### src/rtl/data_req_win.sv
// Read-address generator for a sliding KxK convolution window over a WxH feature map.
// Walks K lines of W words per window, moving down by S rows per window, then pulses o_done.
module data_req_win #(
   parameter int ADDR_WIDTH        = 32,
   parameter int KERNEL_SIZE_WIDTH = 4,
   parameter int DIM_WIDTH         = 16,
   parameter int STRIDE_WIDTH      = 4,
   parameter int REG_WIDTH         = 32
) (
   input  logic                  clk,
   input  logic                  rst,
   input  logic                  i_start,
   input  logic                  i_abort,
   input  logic                  i_req,
   input  logic                  i_stall,
   input  logic [ADDR_WIDTH-1:0] i_conf_baseaddr,
   input  logic [REG_WIDTH-1:0]  i_conf_inputshape,
   input  logic [REG_WIDTH-1:0]  i_conf_kernelshape,
   input  logic [REG_WIDTH-1:0]  i_conf_stride,
   output logic [ADDR_WIDTH-1:0] o_addr,
   output logic                  o_rden,
   output logic                  o_busy,
   output logic                  o_line_end,
   output logic                  o_window_end,
   output logic                  o_done,
   output logic                  o_err,
   output logic [REG_WIDTH-1:0]  dbg_datareq_row_cnt,
   output logic [REG_WIDTH-1:0]  dbg_datareq_addr_reg
);

   localparam logic [1:0] ST_IDLE  = 2'd0;
   localparam logic [1:0] ST_CHECK = 2'd1;
   localparam logic [1:0] ST_RUN   = 2'd2;
   localparam logic [1:0] ST_DONE  = 2'd3;

   logic [1:0]                   state;
   logic [DIM_WIDTH-1:0]         w_lat, h_lat, col_cnt, top_row;
   logic [KERNEL_SIZE_WIDTH-1:0] k_lat, k_cnt;
   logic [STRIDE_WIDTH-1:0]      s_lat;
   logic [ADDR_WIDTH-1:0]        base_lat, addr_reg, line_base, win_base, step_win;
   logic [DIM_WIDTH:0]           next_bottom;
   logic                         cfg_bad, line_last, k_last;

   assign o_rden  = (state == ST_RUN) & i_req & ~i_stall;
   assign o_addr  = addr_reg;
   assign o_busy  = (state == ST_CHECK) | (state == ST_RUN);

   assign dbg_datareq_row_cnt  = REG_WIDTH'({top_row, k_cnt});
   assign dbg_datareq_addr_reg = REG_WIDTH'(addr_reg);

   assign cfg_bad   = (k_lat == '0) | (s_lat == '0) | (w_lat == '0) |
                      (DIM_WIDTH'(k_lat) > h_lat);
   assign line_last = (col_cnt == w_lat - DIM_WIDTH'(1));
   assign k_last    = (k_cnt == k_lat - KERNEL_SIZE_WIDTH'(1));
   // One bit wider than the dimensions so the last-window test cannot overflow.
   assign next_bottom = {1'b0, top_row} + (DIM_WIDTH+1)'(s_lat) + (DIM_WIDTH+1)'(k_lat);

   always_ff @(posedge clk) begin
      if (rst || i_abort) begin
         state        <= ST_IDLE;
         addr_reg     <= '0;
         line_base    <= '0;
         win_base     <= '0;
         col_cnt      <= '0;
         k_cnt        <= '0;
         top_row      <= '0;
         o_line_end   <= 1'b0;
         o_window_end <= 1'b0;
         o_done       <= 1'b0;
         o_err        <= 1'b0;
         if (rst) begin
            step_win <= '0;
            w_lat    <= '0;
            h_lat    <= '0;
            k_lat    <= '0;
            s_lat    <= '0;
            base_lat <= '0;
         end
      end else begin
         o_line_end   <= 1'b0;
         o_window_end <= 1'b0;
         o_done       <= 1'b0;
         o_err        <= 1'b0;
         case (state)
            ST_IDLE: begin
               if (i_start) begin
                  w_lat    <= i_conf_inputshape[DIM_WIDTH-1:0];
                  h_lat    <= i_conf_inputshape[2*DIM_WIDTH-1:DIM_WIDTH];
                  k_lat    <= i_conf_kernelshape[KERNEL_SIZE_WIDTH-1:0];
                  s_lat    <= i_conf_stride[STRIDE_WIDTH-1:0];
                  base_lat <= i_conf_baseaddr;
                  state    <= ST_CHECK;
               end
            end
            ST_CHECK: begin
               step_win  <= ADDR_WIDTH'(s_lat) * ADDR_WIDTH'(w_lat);
               line_base <= base_lat;
               win_base  <= base_lat;
               addr_reg  <= base_lat;
               col_cnt   <= '0;
               k_cnt     <= '0;
               top_row   <= '0;
               if (cfg_bad) begin
                  o_err <= 1'b1;
                  state <= ST_IDLE;
               end else begin
                  state <= ST_RUN;
               end
            end
            ST_RUN: begin
               if (o_rden) begin
                  if (!line_last) begin
                     col_cnt  <= col_cnt + DIM_WIDTH'(1);
                     addr_reg <= addr_reg + ADDR_WIDTH'(1);
                  end else begin
                     col_cnt    <= '0;
                     o_line_end <= 1'b1;
                     if (!k_last) begin
                        k_cnt     <= k_cnt + KERNEL_SIZE_WIDTH'(1);
                        line_base <= line_base + ADDR_WIDTH'(w_lat);
                        addr_reg  <= line_base + ADDR_WIDTH'(w_lat);
                     end else begin
                        k_cnt        <= '0;
                        o_window_end <= 1'b1;
                        if (next_bottom > {1'b0, h_lat}) begin
                           o_done <= 1'b1;
                           state  <= ST_DONE;
                        end else begin
                           top_row   <= top_row + DIM_WIDTH'(s_lat);
                           win_base  <= win_base + step_win;
                           line_base <= win_base + step_win;
                           addr_reg  <= win_base + step_win;
                        end
                     end
                  end
               end
            end
            default: state <= ST_IDLE;
         endcase
      end
   end

endmodule

### config.mk
export PLATFORM = sky130hd
export DESIGN_NAME = data_req_win
export DESIGN_NICKNAME = d
export VERILOG_FILES = /design/src/rtl/data_req_win.sv
export SDC_FILE = /design/constraint.sdc
export NUM_CORES = 1
export LEC_CHECK = 0
export BUFFER_PORTS_ARGS = -buffer_cell sky130_fd_sc_hd__buf_4
export CORE_UTILIZATION = 53
export CTS_BUF_LIST = sky130_fd_sc_hd__clkbuf_4 sky130_fd_sc_hd__clkbuf_8 sky130_fd_sc_hd__clkbuf_16
export DETAILED_ROUTE_END_ITERATION = 8
export GPL_TIMING_DRIVEN = 0
export PLACE_DENSITY = 0.78
export SETUP_SLACK_MARGIN = 0.02
export SLEW_MARGIN = 20
export SYNTH_ARGS = -nofsm -noshare
export SYNTH_HDL_FRONTEND = slang
export SYNTH_SLANG_ARGS = --single-unit
### constraint.sdc
create_clock -name clk -period 4.5 [get_ports clk]
set_input_delay 0.225 -clock clk [delete_from_list [all_inputs] [get_ports clk]]
set_output_delay 0.225 -clock clk [all_outputs]
set_load 0.01 [all_outputs]
==> impl_metrics.csv, run 1 <==
group,metric,value,unit
clock_network,worstSkewPairLatency,0.56,ns
floorplanning,core,0.0309,mm2
routing,firstDrtPassIters,8,
clock_network,path_clk_slew,0.06,ns
floorplanning,initial_utilization,54.5,%
timing,maxSlewViolCount,0,
cells_and_area,fin_cells,2708,
logic_synthesis,ys_types,86,
place,routabilityCongestion,1.03,
routing,final_antenna_net_count,0,
run_status,outcome,"complete, but fails checks",
critical_path,crit_fanout,7,
routing,vias,16941,
logic_synthesis,synth_commonest_cells,"nand2_1, nor2_1, dfxtp_1",
cells_and_area,multiInputGateArea,0.0107,mm2
timing,finalHoldViolCount,0,
logic_synthesis,ys_async_sr_fraction,0,%
timing,finalCritPeriodShare,101,%
floorplanning,die_area,0.0325,mm2
timing,setup_ws,-0.0623,ns
cells_and_area,layout-area-overhead-vs-synth,25.4,%
power,vdd_drop_max,290,uV
floorplanning,rows,64,
logic_synthesis,yosysWarnings,0,
global_route,overflow,0,
global_route,grt.busiest_layer,"met2",
logic_synthesis,synthTopCellsByArea,"dfxtp_1, edfxtp_1, ha_1",
timing,hold_slack,0.0202,ns
logic_synthesis,ys_seq_elements,230,
critical_path,crit_required,4.95,ns
global_route,grt_max_degree,51,
critical_path,r2r_slack,-0.06,ns
timing,rsz0062_at_grt,"yes",
timing,skew,0.0137,ns
logic_synthesis,synth_area_leader_cell,"dfxtp_1",
logic_synthesis,ys_seq_area_share,32.8,%
critical_path,criticalPathCategory,"reg -> reg",
run_status,violations,"setup timing",
critical_path,worstSetupEndpointType,"flip-flop",
routing,drc,0,
routing,wire_per_inst,23.4,um
cells_and_area,drive_gt1_share,18.1,%
floorplanning,ios,236,
cells_and_area,regArea,0.00553,mm2
logic_synthesis,syn-instance-count,1986,
routing,drt-initial-drc-count,2063,
critical_path,reg2reg_from,"k_lat[1]$_SDFFCE_PP0P_",
critical_path,cp-endpoint,"win_base[6]$_SDFFE_PP0P_",
routing,wirelength,63500,um
clock_network,clock-root-buffer,"clkbuf_16",
timing,max-slew-margin-rel,22.9,%
timing,worstMarginPinSlew,1.16,ns
power,p_leak,8.86,nW
logic_synthesis,synth_edf_count,92,
logic_synthesis,synth_top_area_share,16.4,%
cells_and_area,diodes,0,
logic_synthesis,synth_area,0.0168,mm2
logic_synthesis,synth_area_per_cell,8.48,um2
global_route,first_global_vias,16183,
global_route,grtUsageMet3,5.90,%
timing,max_freq,0.219,GHz
logic_synthesis,synth_flop_cell,"dfxtp_1",
power,p_per_area,285,mW/mm2
timing,finalSetupTns,-0.541,ns
cells_and_area,n_fill_cell,2389,
critical_path,worstPathArrival,5.01,ns
timing,setup-violations-final,24,
floorplanning,die_h,180,um
global_route,grtUsageMet2,62.0,%
clock_network,htree_levels,1,
floorplanning,chipWidth,180,um
timing,finalCriticalPeriod,4.56,ns
clock_network,clockBufferDepth,3,
cells_and_area,nNetsFinal,2560,
clock_network,clock_sinks,230,
global_route,grt_first_pass_wirelength,94600,um
global_route,grtUsageTotal,37.6,%
critical_path,worstReg2RegEnd,"win_base[6]$_SDFFE_PP0P_",
place,dpl.hpwl,45200,um
power,finalPower,0.00602,W
global_route,antenna_found_initial,0,
critical_path,start_kind,"flip-flop",
cells_and_area,final_util,68.3,%
worst_hold_path,holdCritPathClass,"in -> reg",
job,cap_violations,0,
clock_network,cts_buffers,27,
global_route,use_met1,49.0,%
critical_path,critPathLaunch,"k_lat[1]$_SDFFCE_PP0P_",
critical_path,rr_worst_depth,21,
place,placed_cells,2561,
logic_synthesis,synth.most_common_cell,"nand2_1",
routing,vias_per_cell,6.26,
place,io_buffers,167,
clock_network,tritoncts,"done",
[where the power goes]
part	switching [W]	total (W)	internal, W
combinational	0.000726	0.00122	0.000497
sequential	0.0000910	0.00236	0.00227
clock	0.000964	0.00244	0.00147
total	0.00178	0.00602	0.00424
[layout by cell type, fill, tap and decap left out, types with 14 or more instances in the layout]
cell / Yosys / layout
xnor2_1: 79 / 79
nor3_1: 45 / 40
nand4_1: 22 / 22
ha_1: 98 / 97
xor2_1: 63 / 61
mux2i_1: 21 / 21
a31oi_1: 33 / 32
inv_1: 82 / 82
clkbuf_1: 81 / 57
dfxtp_1: 138 / 137
a211oi_1: 33 / 28
o21ai_0: 107 / 96
o21a_1: 19 / 19
dlygate4sd3_1: 0 / 71
clkbuf_16: 0 / 27
nor4_1: 21 / 17
and3_1: 34 / 33
o31ai_1: 17 / 17
and2_1: 105 / 105
buf_4: 45 / 238
nor2_1: 167 / 163
edfxtp_1: 92 / 92
nor2b_1: 23 / 23
a21oi_1: 133 / 128
nand2_1: 199 / 196
or3_1: 14 / 14
nand3_1: 59 / 52
a21o_1: 20 / 20
fa_1: 36 / 35
[logic make-up after synthesis]
logic type | Yosys count | synth area share, %
AND/OR/NAND/NOR | 746 | 22.0
XOR/XNOR | 142 | 7.39
other | 1 | 0.0223
buffers and inverters | 229 | 6.24
flip-flops | 230 | 32.8
multiplexers | 23 | 1.38
adder cells (fa/ha/maj) | 134 | 11.6
AO/OA/AOI/OAI | 481 | 18.6
[timing repair]
action,CTS,global route
pin swaps,9,40
gates resized for setup,53,127
endpoints found under the hold margin,71,0
hold buffers,71,0
buffers inserted,11,15
gates cloned,0,1
setup endpoints to repair,124,131
[metrics by stage]
step | area (um2) | setup slack, ns
2_1_floorplan | 16900 | 0.0249
3_3_place_gp | 18600 | -1.12
3_5_place_dp | 18700 | -1.18
4_1_cts | 20600 | 0.0218
5_1_grt | 21100 | -0.213
6_report | 21100 | -0.0623
[worst max-delay path, cell delays in order (launching register included)]
cell and delay (ns):
edfxtp_1 0.44, fa_1 0.50, ha_2 0.21, fa_2 0.37, a21o_1 0.18, a21oi_2 0.18
nand2b_4 0.20, nor2_4 0.05, xor2_2 0.16, ha_1 0.35, nand4_1 0.15, nor2_2 0.22
nand3_2 0.14, o21ai_2 0.10, nand3_2 0.10, buf_6 0.15, o31ai_4 0.31, buf_6 0.17
buf_12 0.14, buf_8 0.12, nor2_1 0.04, a211oi_1 0.20
[metal layers]
metal	vias to the layer above	share of wire [%]	wire [um]
li1	7647	-	-
met1	8017	40	25400
met2	1047	46	29000
met3	230	9.5	6010
met4	0	4.9	3090
met5	-	0	0
[layout make-up]
cell class | instances | area share, %
Timing Repair Buffer | 266 | 10.7
Clock inverter | 17 | 1.16
Buffer | 146 | 4.33
Clock buffer | 32 | 3.38
Multi-Input combinational cell | 1538 | 50.5
Inverter | 83 | 1.48
Tap cell | 396 | 2.35
Sequential cell | 230 | 26.2
[worst min-delay path by stage]
stage | start | depth (start not counted) | end
global route | i_conf_inputshape[0] | 2 | w_lat[0]$_SDFFCE_PP0P_
CTS | i_conf_inputshape[0] | 2 | w_lat[0]$_SDFFCE_PP0P_
floorplan | i_conf_baseaddr[0] | 1 | base_lat[0]$_SDFFCE_PP0P_
detailed placement | line_base[15]$_SDFFE_PP0P_ | 2 | line_base[15]$_SDFFE_PP0P_
finish | i_conf_inputshape[0] | 2 | w_lat[0]$_SDFFCE_PP0P_
global placement | line_base[11]$_SDFFE_PP0P_ | 2 | line_base[11]$_SDFFE_PP0P_
(Power assumes the default switching activity.)
==> inputs of run 2 (changes only) <==
--- a/config.mk
+++ b/config.mk
@@ -6,11 +6,10 @@
 export NUM_CORES = 1
 export LEC_CHECK = 0
 export BUFFER_PORTS_ARGS = -buffer_cell sky130_fd_sc_hd__buf_4
-export CORE_UTILIZATION = 53
+export CORE_UTILIZATION = 36
 export CTS_BUF_LIST = sky130_fd_sc_hd__clkbuf_4 sky130_fd_sc_hd__clkbuf_8 sky130_fd_sc_hd__clkbuf_16
 export DETAILED_ROUTE_END_ITERATION = 8
 export GPL_TIMING_DRIVEN = 0
-export PLACE_DENSITY = 0.78
 export SETUP_SLACK_MARGIN = 0.02
 export SLEW_MARGIN = 20
 export SYNTH_ARGS = -nofsm -noshare
==> impl_metrics.csv, run 2 (synthesized netlist as in run 1, its figures left out) <==
group,metric,value,unit
run_status,outcome,"complete, but fails checks",
run_status,violations,"setup timing",
place,dpl.hpwl,47400,um
timing,worstMarginPinSlew,1.16,ns
power,p_per_area,278,mW/mm2
routing,vias_per_cell,5.62,
critical_path,rr_worst_depth,20,
routing,met1_length,27600,um
clock_network,path_clk_slew,0.06,ns
timing,hold_slack,0.144,ns
cells_and_area,layout_commonest_cell,"buf_4",
cells_and_area,drive_gt1_share,19.2,%
timing,finalHoldViolCount,0,
critical_path,worstPathArrival,5.00,ns
power,p_leak,9.01,nW
power,seqPwrFrac,39.2,%
timing,skew,0.0252,ns
power,clkPwrFrac,40.3,%
critical_path,crit_chain,"fa_1 -> ha_2 -> fa_2 -> a21o_1 -> a21oi_2 -> nand2b_4 -> nor2_2 -> xor2_2 -> ha_1 -> buf_4 -> a21oi_2 -> nand2_1 -> o21ai_4 -> nand3_2 -> buf_6 -> buf_6 -> o31a_1 -> or2_1 -> o2111ai_1 -> o31ai_1",
power,intPower,0.00425,W
cells_and_area,layout-area-overhead-vs-synth,28.9,%
floorplanning,ios,236,
clock_network,tritoncts,"done",
routing,route.met2.wl,29300,um
timing,maxSlewViolCount,0,
critical_path,critPathLaunch,"k_lat[1]$_SDFFCE_PP0P_",
global_route,grt_first_pass_wirelength,93900,um
routing,drc,0,
clock_network,worstSkewPairLatency,0.58,ns
critical_path,criticalPathCategory,"reg -> reg",
power,finalPower,0.00603,W
global_route,grt_max_degree,43,
global_route,antenna_found_initial,2,
critical_path,cp.buffers_inverters,3,
place,routabilityCongestion,0.965,
cells_and_area,fin_cells,2931,
timing,max-slew-margin-rel,23.0,%
critical_path,worstSetupEndpointType,"flip-flop",
critical_path,cp_slowest_cell,"fa_1",
critical_path,crit_fanout,6,
place,placed_cells,2765,
global_route,first_global_vias,15628,
timing,setup_ws,-0.0527,ns
routing,wl_met3,4580,um
timing,max_freq,0.220,GHz
floorplanning,rows,78,
power,combPwrFrac,20.5,%
global_route,grtUsageTotal,25.9,%
cells_and_area,diodes,0,
routing,dr.max_layer_used,"met5",
power,power.switching,0.00178,W
timing,finalSetupTns,-0.0824,ns
routing,wire_per_inst,21.9,um
critical_path,crit_family,"adder cells",
routing,wirelength,64100,um
timing,setup-violations-final,3,
power,switching_share,29.5,%
critical_path,start_kind,"flip-flop",
routing,final_antenna_net_count,0,
critical_path,crit_required,4.94,ns
critical_path,reg2reg_from,"k_lat[1]$_SDFFCE_PP0P_",
worst_hold_path,holdCritPathClass,"in -> reg",
critical_path,r2r_slack,-0.05,ns
worst_hold_path,hold_depth,4,
global_route,overflow,0,
floorplanning,die_area,0.0476,mm2
place,io_buffers,167,
floorplanning,initial_utilization,36.8,%
clock_network,cts_buffers,29,
timing,finalCriticalPeriod,4.55,ns
timing,rsz0062_at_grt,"yes",
routing,drt-initial-drc-count,1552,
cells_and_area,nNetsFinal,2577,
floorplanning,core,0.0458,mm2
power,vdd_drop_max,277,uV
worst_hold_path,worstHoldStart,"i_start",
routing,firstDrtPassIters,5,
job,cap_violations,0,
critical_path,cp_slowest_stage_delay,0.50,ns
clock_network,htree_levels,1,
floorplanning,chipWidth,218,um
critical_path,worstReg2RegEnd,"top_row[9]$_SDFFE_PP0P_",
cells_and_area,layout_common_cells,"buf_4, nand2_1, nor2_1",
critical_path,cp-endpoint,"top_row[9]$_SDFFE_PP0P_",
clock_network,clockBufferDepth,3,
clock_network,clock_sinks,230,
floorplanning,die_h,218,um
timing,finalCritPeriodShare,101,%
clock_network,clock-root-buffer,"clkbuf_16",
routing,vias,16471,
critical_path,crit_cells,20,
run 2: changes by cell type in the layout (fill, tap and decap cells not counted), sizes merged:
cell and change:
bufinv -2, clkinv +5, clkbuf +3, inv +1, clkinvlp -3, dlygate4sd3 +1, buf +14
run 2: layout make-up:
type                       count  area (um2)
multi-input combinational   1538       10800
tap                          600         751
fill                        4389       24100
buffer                       143         906
clock buffer                  35         790
sequential                   230        5530
timing repair buffer         284        2430
clock inverter                18         191
inverter                      83         312
run 2: metrics by stage:
step / utilization (%) / instance area, um2 / setup WS (ns)
2_1_floorplan: - / 16900 / 0.0249
3_3_place_gp: 41.2 / 18900 / -1.16
3_5_place_dp: 41.3 / 18900 / -1.25
4_1_cts: 45.7 / 20900 / 0.0101
5_1_grt: 47.4 / 21700 / -0.150
6_report: 47.4 / 21700 / -0.0527
run 2: worst min-delay path: cells and delay by family:
family / cells / cell delay (ns)
buf+inv: 2 / 0.14
compound gates: 2 / 0.30
run 2: worst min-delay path by stage:
stage                                 endpoint  slack (ns)
finish                   state[1]$_SDFFE_PP0P_        0.14
global route             state[1]$_SDFFE_PP0P_        0.14
CTS                      state[1]$_SDFFE_PP0P_        0.15
detailed placement  line_base[11]$_SDFFE_PP0P_        0.45
global placement    line_base[11]$_SDFFE_PP0P_        0.44
floorplan            base_lat[0]$_SDFFCE_PP0P_        0.42
run 2: repair_timing:
item | in CTS | in global routing
hold endpoints to repair | 72 | 0
gates resized for setup | 55 | 154
cloned | 0 | 4
setup buffers | 19 | 21
hold buffers | 72 | 0
pin swaps | 14 | 40
endpoints found under the setup margin | 132 | 119
run 2: power groups by stage:
stage	registers [W]	logic (W)	clock network, W
floorplan	0.00236	0.000685	0
global placement	0.00241	0.00102	0
detailed placement	0.00241	0.00104	0
CTS	0.00236	0.00113	0.00246
global route	0.00237	0.00134	0.00253
finish	0.00236	0.00124	0.00243
run 2: per-layer routing:
metal,track usage [%],vias to the layer above
met5,0,-
met2,43.0,708
met3,3.59,170
met4,10.3,2
met1,33.9,7907
li1,-,7684
